$ cat src/rtl/adder_rr_sched.sv
// adder_rr_sched: round-robin scheduler sharing one registered adder among NREQ requesters.
// Optional ADDER_TIMEOUT_EN adds resp_err and a watchdog on the adder result.
module adder_rr_sched #(
  parameter int NREQ    = 4,
  parameter int WIDTH   = 8,
  parameter int IDW     = 2,
  parameter int TIMEOUT = 16
) (
  input  logic                  clk,
  input  logic                  rst,
  input  logic [NREQ-1:0]       req_valid,
  output logic [NREQ-1:0]       req_ready,
  input  logic [NREQ*WIDTH-1:0] req_a,
  input  logic [NREQ*WIDTH-1:0] req_b,
  output logic                  resp_valid,
  input  logic                  resp_ready,
  output logic [IDW-1:0]        resp_id,
  output logic [WIDTH:0]        resp_sum,
`ifdef ADDER_TIMEOUT_EN
  output logic                  resp_err,
`endif
  output logic                  add_en,
  output logic [WIDTH-1:0]      add_a,
  output logic [WIDTH-1:0]      add_b,
  input  logic [WIDTH:0]        add_sum,
  input  logic                  add_valid
);

  if (NREQ < 2 || NREQ > 8 || IDW != $clog2(NREQ) || TIMEOUT < 1)
  begin : g_param_chk
    $error("adder_rr_sched: bad parameters");
  end

  typedef enum logic [1:0] {
    IDLE,
    ISSUE,
    WAIT,
    RESP
  } state_e;

  state_e           state_q, state_d;
  logic [IDW-1:0]   rr_ptr_q, rr_ptr_d;
  logic [IDW-1:0]   cur_id_q, cur_id_d;
  logic [IDW-1:0]   resp_id_q, resp_id_d;
  logic [WIDTH-1:0] add_a_q, add_a_d;
  logic [WIDTH-1:0] add_b_q, add_b_d;
  logic [WIDTH:0]   resp_sum_q, resp_sum_d;

`ifdef ADDER_TIMEOUT_EN
  localparam int CW = $clog2(TIMEOUT + 1);
  logic [CW-1:0]    cnt_q, cnt_d;
  logic             resp_err_q, resp_err_d;
`endif

  logic             gnt_any;
  logic [IDW-1:0]   gnt_id;
  logic [IDW-1:0]   scan_idx;

  // Descending scan: the last hit is the one closest to rr_ptr.
  always_comb begin
    gnt_any  = 1'b0;
    gnt_id   = '0;
    scan_idx = '0;
    for (int k = NREQ - 1; k >= 0; k--) begin
      scan_idx = IDW'((int'(rr_ptr_q) + k) % NREQ);
      if (req_valid[scan_idx]) begin
        gnt_any = 1'b1;
        gnt_id  = scan_idx;
      end
    end
  end

  always_comb begin
    req_ready = '0;
    if (state_q == IDLE && gnt_any && !rst) begin
      req_ready[gnt_id] = 1'b1;
    end
  end

  always_comb begin
    state_d    = state_q;
    rr_ptr_d   = rr_ptr_q;
    cur_id_d   = cur_id_q;
    resp_id_d  = resp_id_q;
    add_a_d    = add_a_q;
    add_b_d    = add_b_q;
    resp_sum_d = resp_sum_q;
`ifdef ADDER_TIMEOUT_EN
    cnt_d      = cnt_q;
    resp_err_d = resp_err_q;
`endif
    unique case (state_q)
      IDLE: begin
        if (gnt_any) begin
          cur_id_d = gnt_id;
          add_a_d  = req_a[int'(gnt_id)*WIDTH +: WIDTH];
          add_b_d  = req_b[int'(gnt_id)*WIDTH +: WIDTH];
          state_d  = ISSUE;
        end
      end
      ISSUE: begin
`ifdef ADDER_TIMEOUT_EN
        cnt_d   = '0;
`endif
        state_d = WAIT;
      end
      WAIT: begin
        if (add_valid) begin
          resp_sum_d = add_sum;
          resp_id_d  = cur_id_q;
`ifdef ADDER_TIMEOUT_EN
          resp_err_d = 1'b0;
`endif
          state_d    = RESP;
        end
`ifdef ADDER_TIMEOUT_EN
        else if (cnt_q == CW'(TIMEOUT - 1)) begin
          resp_sum_d = '0;
          resp_id_d  = cur_id_q;
          resp_err_d = 1'b1;
          state_d    = RESP;
        end else begin
          cnt_d = cnt_q + 1'b1;
        end
`endif
      end
      RESP: begin
        if (resp_ready) begin
          rr_ptr_d = (cur_id_q == IDW'(NREQ - 1)) ? '0 : cur_id_q + 1'b1;
          state_d  = IDLE;
        end
      end
      default: state_d = IDLE;
    endcase
  end

  always_ff @(posedge clk or posedge rst) begin
    if (rst) begin
      state_q    <= IDLE;
      rr_ptr_q   <= '0;
      cur_id_q   <= '0;
      resp_id_q  <= '0;
      add_a_q    <= '0;
      add_b_q    <= '0;
      resp_sum_q <= '0;
`ifdef ADDER_TIMEOUT_EN
      cnt_q      <= '0;
      resp_err_q <= 1'b0;
`endif
    end else begin
      state_q    <= state_d;
      rr_ptr_q   <= rr_ptr_d;
      cur_id_q   <= cur_id_d;
      resp_id_q  <= resp_id_d;
      add_a_q    <= add_a_d;
      add_b_q    <= add_b_d;
      resp_sum_q <= resp_sum_d;
`ifdef ADDER_TIMEOUT_EN
      cnt_q      <= cnt_d;
      resp_err_q <= resp_err_d;
`endif
    end
  end

  assign add_en     = (state_q == ISSUE);
  assign resp_valid = (state_q == RESP);
  assign add_a      = add_a_q;
  assign add_b      = add_b_q;
  assign resp_id    = resp_id_q;
  assign resp_sum   = resp_sum_q;
`ifdef ADDER_TIMEOUT_EN
  assign resp_err   = resp_err_q;
`endif

endmodule

$ cat config.mk
export PLATFORM = sky130hd
export DESIGN_NAME = adder_rr_sched
export DESIGN_NICKNAME = d
export VERILOG_FILES = /design/src/rtl/adder_rr_sched.sv
export SDC_FILE = /design/constraint.sdc
export NUM_CORES = 1
export LEC_CHECK = 0
export CAP_MARGIN = 15
export CORE_UTILIZATION = 37
export DETAILED_ROUTE_END_ITERATION = 10
export PLACE_DENSITY_LB_ADDON = 0.25
export SKIP_LAST_GASP = 1
export SLEW_MARGIN = 25
export SYNTH_ARGS = -nofsm -noshare
export SYNTH_HDL_FRONTEND = slang
export SYNTH_SLANG_ARGS = --single-unit
export TNS_END_PERCENT = 20
$ cat constraint.sdc
create_clock -name clk -period 2.4 [get_ports clk]
set_clock_uncertainty 0.1 [all_clocks]
set_input_delay 0.48 -clock clk [delete_from_list [all_inputs] [get_ports clk]]
set_output_delay 0.48 -clock clk [all_outputs]
set_load 0.02 [all_outputs]
==> impl_results.md, run 1 <==
* Outcome: complete, no violations
* Worst flop-to-flop path startpoint: state_q[0]
* Vias per cell at between 5 and 6
* Async set-reset flop share out of synthesis at 1.00
* Max-cap violations at 0
* Final nets at around 390
* Post-synthesis compound-gate area fraction at 0.221
* Seq/Total Area, Yosys at 0.462
* Post-synth EDFFs at 0
* Crit Path Category: flip-flop to output port
* Die H at approximately 71 µm
* Comb pwr share at 0.613
* Antenna cell count at 0
* Switching fraction of total power at 0.389
* Synth Instances at about 150
* Placed Area at around 3200 µm²
* Final Setup Violations at 0
* Post-synthesis simple-gate area fraction at 0.0616
* Reg-to-Reg End: add_b[0]
* Hold Path Sink: resp_sum[3]
* Xor/xnor cell area share of the yosys netlist at 0
* FMAX at between 400 and 500 MHz
* Final hold violations at 0
* Hold Crit Depth at 1
* Pin count of the biggest net entering global routing at 21
* Total I/O pin count at approximately 110
* Distinct cells, synth at 33
* CTS Buf Count at 5
* Die W at 71.5 µm
* Post-Synth Adder-Cell Area at 0.0350
* Crit share post-route at 0.971
* Syn Nets at between 200 and 250
* Ranking of synthesized cells by area: dfrtp_1 46%, a222oi_1 9.0%, mux2i_1 9.0%, mux2_2 7.6%, o21ai_1 5.3%
* Slew Limit Headroom at 0.558
* Synth top area share at 0.462
* Worst setup EP type: output port
* Critical Path Start Type: flip-flop
* Cell row count at 24
* Starting DRT DRC Count at around 150
* Clock Sinks at 33
* Fin. max-slew vios at 0
* Post-synthesis mux area share at 0.165
* TritonCTS clock tree: done
* Synthesis-to-layout area growth at 84.9%
* Synth Cell Area at around 1800 µm²
* Minimum clock period at 2.33 ns
* R2R setup slack at about 0.19 ns
* GR Util All Layers at 0.228
* Hold_sp: resp_sum[3]
* Vias in the first global route at a little under 2000
* Gr ovfl total at 0
* Crit path DAT at approximately 1.8 ns
* Top fanout value on the critical path at 3
* Largest family of logic cells by synthesized area: compound AO/OA/AOI/OAI gates
* Synth Area per Inst at 11.6 µm²
* DRT antenna net count at 0
* HPWL after DPL at approximately 4300 µm
* Int Power at ~2.2 mW
* Clk slew on worst S/H paths at 0.07 ns
* Worst reg2reg path depth at 8
* Starting Density at 0.397
* Predominant post-synthesis flop cell: dfrtp_1
* Hold Path Class: flip-flop to flip-flop
* Sequential Power Share at 0.274
* Synth Warn # at 0
* Bufs on Longest Clock Path at 2
* Drt total wl at roughly 5500 µm
* H-tree lvl count at 2
* Worst EP required at between 1.5 and 2 ns
* DR pass1 iterations at 5
* Die ar. at ~5100 µm²
* Global-route wire length before repair at just over 9000 µm
* Worst-margin pin slew at 0.661 ns
* Pwr/cell area at 1100 nW/µm²
* Worst-Skew Late Latency at approximately 0.28 ns
* Layout cells sized above 1 at 0.239
* #FFs+latches synth at 33
* Sw power at approximately 1.4 mW
* WL/cell at 15.5 µm
* Final instance area at between 3000 and 4000 µm²
* Input/output buffers at between 100 and 150
* Via count at around 1900
* DRC violations left at 0
* Core Footprint at ~4500 µm²
* RePlAce Congestion at 0.873
* Clock Tree Root: clkbuf_8
* Clock power frac at 0.113
* Initial antenna violation count at 0
* RSZ-0062 raised after global routing: yes
* Static Leakage at roughly 1.5 nW
* Yosys top cell by area: dfrtp_1
* Pwr Total at between 3 and 4 mW
* Worst VDD drop at between 600 and 700 µV
synthesized netlist by cell type, types with 2 or more instances:
master	count
nor3_1	2
a21oi_1	2
o21ai_1	19
clkbuf_1	3
mux2_2	12
nand2b_1	3
o22ai_1	2
nand2_1	6
buf_6	2
buf_2	2
ha_1	5
a222oi_1	16
dfrtp_1	33
nor2_1	2
mux2i_1	16
o21ai_0	5
inv_1	8
power groups by stage:
stage | combinational (mW) | sequential, mW | clock [mW]
finish | 2.24 | 0.998 | 0.413
global route | 2.41 | 1.03 | 0.448
CTS | 2.26 | 0.997 | 0.421
detailed placement | 2.20 | 0.999 | 0
global placement | 2.16 | 0.987 | 0
floorplan | 0.919 | 1.26 | 0
per-layer routing:
metal / track usage / up-vias / share of wire
met5: 0 / - / 0
met4: 0.0741 / 0 / 0.020
met3: 0.0380 / 11 / 0.053
met2: 0.414 / 68 / 0.52
met1: 0.277 / 908 / 0.41
li1: - / 896 / -
placed cells by master, fill, tap and decap left out, types with 2 or more instances in the layout:
master	synthesis	final
nand2b_1	3	2
clkdlybuf4s50_1	0	105
buf_4	0	35
nor2_1	2	2
dfrtp_1	33	33
a222oi_1	16	16
dlygate4sd2_1	0	4
inv_1	8	8
clkinv_2	0	2
clkbuf_8	0	5
a21oi_1	2	2
a211oi_2	1	2
nand2_1	6	6
o21ai_1	19	18
mux2i_1	16	16
o21ai_0	5	5
ha_1	5	5
mux2_2	12	12
worst max-delay path by stage:
stage | from | to | slack (ns) | cells after the start
3_3_place_gp | req_valid[0] | req_ready[1] | -0.60 | 7
4_1_cts | req_valid[2] | req_ready[3] | -0.14 | 6
3_5_place_dp | req_valid[1] | req_ready[3] | -0.63 | 6
6_report | state_q[0] | req_ready[3] | 0.07 | 6
5_1_grt | state_q[0] | req_ready[3] | -0.02 | 6
2_1_floorplan | state_q[0] | req_ready[1] | 0.02 | 6
per-stage QoR:
step	setup slack (ns)	instances	hold slack [ns]	TNS, ns	utilization
2_1_floorplan	0.0238	154	0.371	0	-
3_3_place_gp	-0.600	343	0.386	-9.45	0.706
3_5_place_dp	-0.628	343	0.394	-10.25	0.706
4_1_cts	-0.138	353	0.411	-0.241	0.733
5_1_grt	-0.0198	353	0.433	-0.0198	0.733
6_report	0.0704	353	0.409	0	0.733
flip-flops by register name, indices dropped and copies added, names as in the netlist:
| register | cells |
|---|---|
| cur_id_q | 2 |
| rr_ptr_q | 2 |
| resp_sum | 9 |
| state_q | 2 |
| add_b | 8 |
| add_a | 8 |
| resp_id | 2 |
logic make-up (layout without fill, tap and decap cells):
family / Yosys count / in the layout
AO/OA/AOI/OAI: 52 / 52
flip-flops: 33 / 33
multiplexers: 28 / 28
AND/OR/NAND/NOR: 19 / 19
buffers and inverters: 17 / 164
adder cells (fa/ha/maj): 5 / 5
cell type report:
class,instances,area [µm²]
well taps,52,65.1
flip-flops and latches,33,826
fillers,335,1200
clock buffers,5,68.8
repair buffers,147,1390
clock inverters,3,17.5
multi-input cells,104,906
inverters,9,33.8
timing repair:
action	CTS	global route
setup buffers	2	0
pin swaps	3	0
resized for setup	24	4
hold buffers	0	0
endpoints found under the setup margin	20	4
worst max-delay path, cell delays in order, from the launching register on:
cell and delay [ns]:
dfrtp_1 0.38, inv_1 0.08, ha_1 0.24, o41ai_4 0.11, buf_4 0.15, nor4_2 0.27
buf_2 0.21
Power figures use the tool's default switching activity.
==> inputs of run 2 (changes only) <==
Settings changed: ABC_AREA set to 0, SKIP_CTS_REPAIR_TIMING set to 1.
==> run 2 against run 1 <==
Against the previous run:
- global-route usage fell by 0.28 points
- clock-buffer cell count did not move
- sequential power barely moved
- routed wire length rose by 2.5%
- highest routed layer unchanged
- clock power barely moved
- critical endpoint is now req_ready[1]
- die area did not move
- non-clock buffer count did not move
- utilization rose by 0.64 points
- total power rose by 0.81%
- sequential share of layout area fell by 0.22 points
- via count fell by 0.27%
- worst hold slack barely moved
- critical path type unchanged
==> impl_results.md, run 2 (synthesis gave the netlist of run 1 again) <==
* Die H at 71.5 µm (unchanged)
* Total I/O pin count at 114 (unchanged)
* Final hold violations at 0 (unchanged)
* Hold slack at 0.409 ns (+0.00000200 ns)
* Worst setup EP type: output port
* Fin Setup TNS at 0 ns (unchanged)
* Worst-Skew Late Latency at 0.28 ns (about the same)
* Initial antenna violation count at 0 (unchanged)
* Max-cap violations at 0 (unchanged)
* Slew Limit Headroom at 0.567 (+0.00916)
* Critical Path Start Type: flip-flop
* CTS Buf Count at 5 (unchanged)
* Layout cells sized above 1 at 0.246 (+0.00664)
* Bufs on Longest Clock Path at 2 (unchanged)
* Worst EP required at 1.82 ns (about the same)
* Synthesis-to-layout area growth at 86.5%
* FMAX at 435 MHz (+1.4%)
* Max reg flops at 9 (unchanged)
* RSZ-0062 raised after global routing: no
* Register Area at 826 µm² (unchanged)
* Final nets at 386 (unchanged)
* Pin count of the biggest net entering global routing at 21 (unchanged)
* Worst flop-to-flop path startpoint: state_q[0]
* Clock Tree Root: clkbuf_8
* Input/output buffers at 113 (unchanged)
* Hold Path Class: flip-flop to flip-flop
* Die ar. at 5110 µm² (unchanged)
* Global-route wire length before repair at 8960 µm (-1.4%)
* H-tree lvl count at 2 (unchanged)
* Final Setup Violations at 0 (unchanged)
* Via count at 1878 (-0.27%)
* R2R setup slack at 0.19 ns (about the same)
* Worst reg2reg path depth at 8 (unchanged)
* Antenna cell count at 0 (unchanged)
* Multi-input gate area at 925 µm² (+2.1%)
* Crit path DAT at 1.72 ns (-0.03 ns)
* Final core occ at 0.740 (+0.00639)
* Pwr/cell area at 1100 nW/µm² (about the same)
* Layout Cells excl Fill at 353 (unchanged)
* Vias per cell at 5.32 (-0.27%)
* Starting Density at 0.397 (unchanged)
* Crit share post-route at 0.957 (-0.0132)
* Crit path to: req_ready[1]
* WL/cell at 15.9 µm (+2.5%)
* Most common cell after layout, fill and taps aside: clkdlybuf4s50_1
* RePlAce Congestion at 0.873 (unchanged)
* Most frequent cells in the layout: 105 x clkdlybuf4s50_1, 36 x buf_4, 33 x dfrtp_1
* DRT antenna net count at 0 (unchanged)
* Inst Count DP at 343 (unchanged)
* Crit Path Category: flip-flop to output port
* Top fanout value on the critical path at 4 (+1)
* Static Leakage at 1.49 nW (+1.4%)
* Reg-to-Reg End: add_b[0]
* Minimum clock period at 2.30 ns (-0.0317 ns)
* Fin. max-slew vios at 0 (unchanged)
* Drt total wl at 5610 µm (+2.5%)
* DRC violations left at 0 (unchanged)
* GR Util All Layers at 0.226 (-0.00278)
* Worst-margin pin slew at 0.647 ns (-0.0137 ns)
* Pwr Total at 3.68 mW (+0.81%)
* Cell row count at 24 (unchanged)
* Fill cells at 331 (-1.2%)
* Starting DRT DRC Count at 197 (+34%)
* Die W at 71.5 µm (unchanged)
* Vias in the first global route at 1924 (-1.5%)
* DR pass1 iterations at 4 (-1)
* Worst VDD drop at 611 µV (about the same)
* Gr ovfl total at 0 (unchanged)
* Clock Sinks at 33 (unchanged)
* HPWL after DPL at 4290 µm (unchanged)
* Clk slew on worst S/H paths at 0.07 ns (about the same)
* Outcome: complete, no violations
* TritonCTS clock tree: done
* Core Footprint at 4500 µm² (unchanged)
* Worst setup startpoint: rr_ptr_q[1]
[run 2: cell types whose count changed in the layout (fill, tap and decap cells not counted), sizes merged]
cell,delta
dlygate4sd2,-4
clkbuf,+1
dlymetal6s2s,+3
[run 2: final cells by class]
class / count / share of cell area
Inverter: 9 / 0.0101
Multi-Input combinational cell: 104 / 0.278
Clock inverter: 3 / 0.00526
Sequential cell: 33 / 0.248
Tap cell: 52 / 0.0195
Timing Repair Buffer: 147 / 0.419
Clock buffer: 5 / 0.0207
[run 2: through the flow]
stage,setup WS [ns],instance area [µm²]
after detailed placement,-0.628,3180
after CTS,-0.641,3260
after global placement,-0.600,3180
after floorplan,0.0238,1790
after global routing,0.0303,3330
final,0.102,3330
[run 2: worst max-delay path, stage by stage (launching register included)]
cell and delay [ns]:
dfrtp_1 0.44, a21o_1 0.16, a21oi_1 0.09, o21ai_1 0.31
nand2b_4 0.11, nor3_2 0.17, buf_4 0.17
[run 2: worst min path at each step]
stage | from | end | slack [ns] | cells after the start
final | resp_sum[3] | resp_sum[3] | 0.41 | 1
after global placement | resp_sum[3] | resp_sum[3] | 0.39 | 1
after CTS | resp_sum[2] | resp_sum[2] | 0.41 | 1
after floorplan | cur_id_q[1] | cur_id_q[1] | 0.37 | 2
after global routing | resp_sum[3] | resp_sum[3] | 0.43 | 1
after detailed placement | resp_sum[2] | resp_sum[2] | 0.39 | 1
[run 2: report_power, final]
| group | switching [mW] | internal, mW | leakage (nW) |
|---|---|---|---|
| registers | 0.167 | 0.835 | 0.404 |
| clock network | 0.213 | 0.200 | 0.0439 |
| logic | 1.06 | 1.20 | 1.04 |
| total | 1.44 | 2.24 | 1.49 |
[run 2: per-layer routing]
layer  up-vias  GRT usage  wire length [µm]
li1        891          -                 -
met1       902      0.278              2230
met2        75      0.403              2940
met3        10     0.0380               313
met4         0     0.0741               115
met5         -          0                 0
